[src/rtl/regfile_scoreboard.sv]
// Register file with a per-register pending-write scoreboard and decode stall request.
// Optional same-cycle write-to-read forwarding is enabled by defining REGFILE_BYPASS_EN.
module regfile_scoreboard #(
  parameter int WIDTH = 32,
  parameter int DEPTH = 32,
  localparam int AW = $clog2(DEPTH)
) (
  input  logic             clk,
  input  logic             rst_n,
  input  logic [AW-1:0]    rd_addr_a,
  input  logic             rd_use_a,
  output logic [WIDTH-1:0] rd_data_a,
  output logic             busy_a,
  input  logic [AW-1:0]    rd_addr_b,
  input  logic             rd_use_b,
  output logic [WIDTH-1:0] rd_data_b,
  output logic             busy_b,
  input  logic             wr_en,
  input  logic [AW-1:0]    wr_addr,
  input  logic [WIDTH-1:0] wr_data,
  input  logic             issue_en,
  input  logic [AW-1:0]    issue_addr,
  output logic             stall,
  output logic [AW:0]      pending_count
);

  localparam int CW = AW + 1;

  logic [WIDTH-1:0] regs [DEPTH];
  logic [DEPTH-1:0] busy;
  logic [DEPTH-1:0] busy_next;
  logic [CW-1:0]    count_next;
  logic             wr_live;
  logic             issue_live;

  assign wr_live    = wr_en && (wr_addr != '0);
  assign issue_live = issue_en && (issue_addr != '0);

  // Issue is applied after the write clear: a same-cycle issue is the newer producer.
  always_comb begin
    busy_next = busy;
    if (wr_live)    busy_next[wr_addr]    = 1'b0;
    if (issue_live) busy_next[issue_addr] = 1'b1;
  end

  always_comb begin
    count_next = '0;
    for (int i = 1; i < DEPTH; i++) begin
      count_next = count_next + CW'(busy_next[i]);
    end
  end

  always_ff @(posedge clk or negedge rst_n) begin
    if (!rst_n) begin
      for (int i = 0; i < DEPTH; i++) begin
        regs[i] <= '0;
      end
      busy          <= '0;
      pending_count <= '0;
    end else begin
      if (wr_live) regs[wr_addr] <= wr_data;
      busy          <= busy_next;
      pending_count <= count_next;
    end
  end

  always_comb begin
    rd_data_a = (rd_addr_a == '0) ? '0 : regs[rd_addr_a];
    busy_a    = busy[rd_addr_a];
    rd_data_b = (rd_addr_b == '0) ? '0 : regs[rd_addr_b];
    busy_b    = busy[rd_addr_b];
`ifdef REGFILE_BYPASS_EN
    // Forward the writeback in flight; a same-cycle issue only shows from the next cycle.
    if (wr_live && (wr_addr == rd_addr_a)) begin
      rd_data_a = wr_data;
      busy_a    = 1'b0;
    end
    if (wr_live && (wr_addr == rd_addr_b)) begin
      rd_data_b = wr_data;
      busy_b    = 1'b0;
    end
`endif
  end

  assign stall = (busy_a & rd_use_a) | (busy_b & rd_use_b);

endmodule

[config.mk]
export PLATFORM = sky130hd
export DESIGN_NAME = regfile_scoreboard
export DESIGN_NICKNAME = d
export VERILOG_FILES = /design/src/rtl/regfile_scoreboard.sv
export SDC_FILE = /design/constraint.sdc
export NUM_CORES = 2
export LEC_CHECK = 0
export CAP_MARGIN = 10
export CORE_MARGIN = 2
export CORE_UTILIZATION = 65
export DETAILED_ROUTE_END_ITERATION = 16
export GPL_ROUTABILITY_DRIVEN = 0
export PLACE_DENSITY = 0.84
export SYNTH_ARGS = -nofsm -noshare
export SYNTH_HDL_FRONTEND = slang
export SYNTH_SLANG_ARGS = --single-unit
[constraint.sdc]
create_clock -name clk -period 7.9 [get_ports clk]
set_clock_uncertainty 0.05 [all_clocks]
set_input_delay 1.58 -clock clk [delete_from_list [all_inputs] [get_ports clk]]
set_output_delay 1.58 -clock clk [all_outputs]
set_load 0.02 [all_outputs]
# Word level (Yosys, flattened, before mapping)
# Cells that the tools add are included.
# totals
regBits	1062
latch_bits	0
ramBits	0
rom_bits	0
output_inout_bits	73
n_memories	0
# classes
addsub	30
div	0
mux	21
n_eq_ne	0
bitwise_logic	9
n_shift	0
reduce_logical	9
order_cmp	10
mul	0
# op_table
op	n
$bwmux W1024	1
$bmux W32 S5	2
$mux W32	9
$demux W32 S5	1
$add A6 B1 Y6	25
$and A32 B32 Y32	1
$not A32 Y32	1
$or A32 B32 Y32	1
$lt A5 B6 Y1 const B	4
$ge A6 B6 Y1 const B	3
$not A5 Y6	3
$bmux W1 S5	2
$demux W1 S5	2
$ge A5 B1 Y1 const B	2
$logic_not A5 Y1	2
$reduce_bool A5 Y1	2
$add A5 B1 Y6	1
$lt A6 B1 Y1 const B	1
$add A4 B1 Y5	1
$logic_and A1 B1 Y1	5
$add A3 B1 Y4	1
$mux W1	4
$add A2 B1 Y3	1
$add A1 B1 Y2	1
other kinds (2)	3

# Longest topological paths before layout
# depth
depth_word	39
depth_mapped	23
ltp_nobuf	21

# Least setup slack after synthesis
# Ideal clock, no wire load.
# synth_timing
path_kind	in2reg
startpoint	input wr_addr[3]
endpoint	register pending_count[4]
setup_slack_ns	0.655
path_buffers	2
setup_time_ns	0.080
cell_stages	23
t_required_ns	7.770
arrival_ns	7.115
path_cell_list	buf_2 -> nor3_1 -> nor4b_4 -> nand4_1 -> buf_2 -> a22o_1 -> inv_1 -> fa_1 -> fa_1 -> fa_1 -> inv_1 -> fa_1 -> inv_1 -> fa_1 -> inv_1 -> fa_1 -> inv_1 -> fa_1 -> inv_1 -> fa_1 -> a21o_1 -> a21oi_1 -> xnor2_1
# synth_via
word_cells_on_any_way	42
cone_classes	add/sub (30); order compare (2); mux (4); bitwise (3); reduce/logical (3)
# synth_lines
item	line	source
start: declaration	19	input logic [AW-1:0] wr_addr,
$lt A5 B6 Y1 (implied by the code) or $ge A5 B1 Y1 (tied branches)	42	if (wr_live) busy_next[wr_addr] = 1'b0;
$logic_and A1 B1 Y1 (implied by the code)	42	
$mux W1 (implied by the code)	42	
$demux W1 S5	42	
$not A32 Y32 (no source line)	n/a	
$and A32 B32 Y32 (no source line)	n/a	
$mux W32 (*)	42	
$or A32 B32 Y32 (no source line)	n/a	
$mux W32 (*)	43	if (issue_live) busy_next[issue_addr] = 1'b1;
named net busy_next[28]	31	logic [DEPTH-1:0] busy_next;
$add A6 B1 Y6 (*) (4 in series)	49	count_next = count_next + CW'(busy_next[i]);
named net count_next[4]	32	logic [CW-1:0] count_next;
end signal: assignment	63	pending_count <= count_next;
end: declaration	24	output logic [AW:0] pending_count
# The timed path passes the listed nets; every way through them passes the cells marked *.
# A chain may end at the register's enable or synchronous reset.

# Worst setup path in the final report
# layout_timing
startpoint	input wr_addr[4]
endpoint	register pending_count[4]
# layout_via
elab_chain_cells	39
word_cells_on_any_way	42
cone_classes	add/sub (30); order compare (2); mux (4); bitwise (3); reduce/logical (3)
# layout_rtl
item	line
$lt A5 B6 Y1 (implied by the code) or $ge A5 B1 Y1 (tied branches)	42
$logic_and A1 B1 Y1 (implied by the code)	42
$mux W1 (implied by the code)	42
$demux W1 S5	42
$not A32 Y32 (no source line)	n/a
$and A32 B32 Y32 (no source line)	n/a
$mux W32 (*)	42
$or A32 B32 Y32 (no source line)	n/a
$mux W32 (*)	43
$add A1 B1 Y2	49
$add A2 B1 Y3	49
$add A3 B1 Y4	49
$add A4 B1 Y5	49
$add A5 B1 Y6	49
$add A6 B1 Y6 (24 in series)	49
$add A6 B1 Y6 (*)	49
named net count_next[4]	32
# Marks and branches as above.

==> run_results.csv <==
group,metric,value,unit
die,coreArea,86800,µm²
clock_tree,hold_buffers,0,
route,avgViaCountPerCell,7.58,
grt,grt_pass1_vias,39200,
layout,drive_gt1_share,51.5,%
worst_setup_path,worst_setup_path_start_kind,"input pin",
grt,grt_max_degree,195,
flow_run,cap_viol_max_count,0,
worst_setup_path,crit_fanout,4,
synth,ys.flop_type,"dfrtp_1",
synth,syn_nets,3780,
synth,synth_top_family_by_area,"multiplexers",
worst_setup_path,criticalPathCategory,"input pin to flop",
die,die_area,89900,µm²
worst_setup_path,cp-end-kind,"flop",
route,num_vias,36900,
placement,dpl.hpwl,92900,µm
synth,syn_avg_cell_area,15.4,µm²
synth,ys_seq_area_share,46.7,%
die,ios,131,
clock_tree,cts_root_buf,"clkbuf_16",
synth,synthCells,3692,
pwr,powerDensity,285,nW/µm²
clock_tree,clk_path_buf_depth,3,
grt,grt_pass1_wl,254000,µm
die,die_h,300,µm
die,die_w,300,µm
layout,nets,3706,
route,ant_nets,0,
synth,synth_compound_gate_area_share,2.75,%
clock_tree,cts_buffers,108,
pwr,ir_drop,0.634,mV
synth,ys_warn_count,0,
clock_tree,clk_latency,680,ps
layout,fillers,5128,
grt,grt_usage,38.6,%
synth,ys_ff_latch,1062,
route,firstDrtPassIters,5,
clock_tree,cts_tree,"yes",
placement,dp_slack,226,ps
sta,fmax,141,MHz
synth,synth_edf_count,0,
sta,hold_viol_final,0,
hold_path,hold_path_class,"flop to flop",
synth,synth_xor_area_share,0.0462,%
layout,synthToLayoutAreaGrowth,10.2,%
die,initial_utilization,65.6,%
sta,relSlewSlack,25.3,%
sta,finalSetupViolCount,0,
grt,antenna_found_initial,10,
route,post-route-drc-count,0,
synth,synthSimpleGateAreaFrac,1.44,%
synth,ys_types,48,
synth,synth_adder_area_share,0.963,%
synth,async_reset_ff_share,100,%
grt,overflow,0,
sta,layout_setup_ws,797,ps
sta,grt_setup_unrepaired,"false",
sta,period_share,89.9,%
clock_tree,clkTransAtPathRegs,60,ps
clock_tree,ctsResizeCount,0,
clock_tree,post_cts_buffers,0,
route,drt_iter0_markers,4619,
sta,drv_slew,0,
route,wl_per_cell,34.8,µm
clock_tree,cts-htree-levels,3,
route,wl,170000,µm
worst_setup_path,critical_path_arrival,7660,ps
sta,fin_tns_setup,0,ps
pwr,finalPower,17.9,mW
worst_setup_path,critPathRequiredTime,8460,ps
status,status,"finished clean",
sta,finalCriticalPeriod,7100,ps
placement,io_buffers,130,
synth,synthesis.area,56900,µm²
clock_tree,clock_sinks,1062,
pwr,power_leakage,27.3,nW
synth,muxShareOfSynthArea,44.3,%
sta,tightest_slew,1120,ps
die,std_cell_rows,108,
layer usage:
layer	vias to the layer above	wire, µm	global-route usage (%)
met5	-	36	0
met4	6	9740	19.7
met3	617	19900	11.7
met2	2479	78800	58.5
met1	19700	61100	51.2
li1	14100	-	-
synth_stat cells (28+ instances only):
library cell	n	area [µm²]
a221oi_1	31	272
buf_2	138	691
clkbuf_1	230	863
dfrtp_1	1062	26600
inv_1	86	323
mux2_2	1042	11700
mux2i_1	121	1210
mux4_2	543	12200
nand2_1	73	274
nor3_1	30	150
o221ai_1	28	245
critical path, cell delays in order:
cell and delay [ps]:
clkdlybuf4s50_1 540, nor3_1 70, buf_4 170, nor4b_4 360, buf_4 210, nand2_2 60, a22oi_1 310, fa_1 480
fa_1 510, fa_1 510, inv_1 60, fa_1 530, inv_1 50, fa_1 470, inv_1 50, fa_1 430
inv_1 70, fa_1 150, inv_1 70, fa_1 470, a21o_1 200, a21oi_1 170, xnor2_1 130
where the power goes:
| group | switching, mW | internal [mW] |
|---|---|---|
| logic | 2.35 | 2.86 |
| clock network | 2.17 | 3.15 |
| registers | 0.829 | 6.53 |
| total | 5.35 | 12.5 |
stage by stage:
stage	cell area (µm²)	std cells	hold WS, ps	utilization, %
5_1_grt	62700	4865	359	72.2
3_5_place_dp	59000	4663	339	68.0
6_report	62700	4866	347	72.3
2_1_floorplan	56900	3692	391	-
3_3_place_gp	59000	4663	326	68.0
4_1_cts	62700	4859	350	72.2
cells by family (layout without fill, tap and decap cells):
group	Yosys count	count (layout)
buf+inv	503	515
mux	1707	1707
other cells	0	7
compound gates	216	216
simple gates	171	171
fa+ha+maj	30	30
xor+xnor	3	3
flops	1062	1062
flip-flops by register name (all words and copies together) (netlist names):
name,flops
pending_count,6
busy,32
regs,1024
layout by cell type (no fill, tap or decap), types with 17 or more instances in the layout:
cell and n:
dfrtp_1 1062, mux2_2 1042, mux4_2 543, mux2i_1 121
clkdlybuf4s50_1 119, clkbuf_16 113, buf_4 87, inv_1 86
nand2_1 57, a221oi_1 31, nor3_1 29, o221ai_1 28
clkbuf_8 27, o22ai_1 26, clkbuf_1 26, o21ai_1 25
a21oi_1 24, fa_1 23, a211o_1 20, buf_12 20
a22o_1 17, clkinv_2 17
layout make-up:
type	instances	area, µm²	area share, %
diodes	7	17.5	0.0279
clock buffers	166	3300	5.26
clock inverters	30	388	0.619
inverters	86	323	0.515
multi-input cells	2127	28300	45.1
flip-flops and latches	1062	26600	42.4
well taps	1155	1450	2.31
repair buffers	233	2340	3.73
final timing paths:
path	start	to	slack, ps	cells past startpoint
min in group asynchronous	rst_n	regs[593]$_DFFE_PN0P_	870	1
worst max register to register	busy[16]$_DFF_PN0_	pending_count[4]$_DFF_PN0_	2650	17
max in group asynchronous	rst_n	regs[961]$_DFFE_PN0P_	5060	3
worst min-delay path	regs[992]$_DFFE_PN0P_	regs[992]$_DFFE_PN0P_	350	0
worst max-delay path	wr_addr[4]	pending_count[4]$_DFF_PN0_	800	23
worst min register to register	regs[992]$_DFFE_PN0P_	regs[992]$_DFFE_PN0P_	350	0
(Power assumes the default switching activity.)
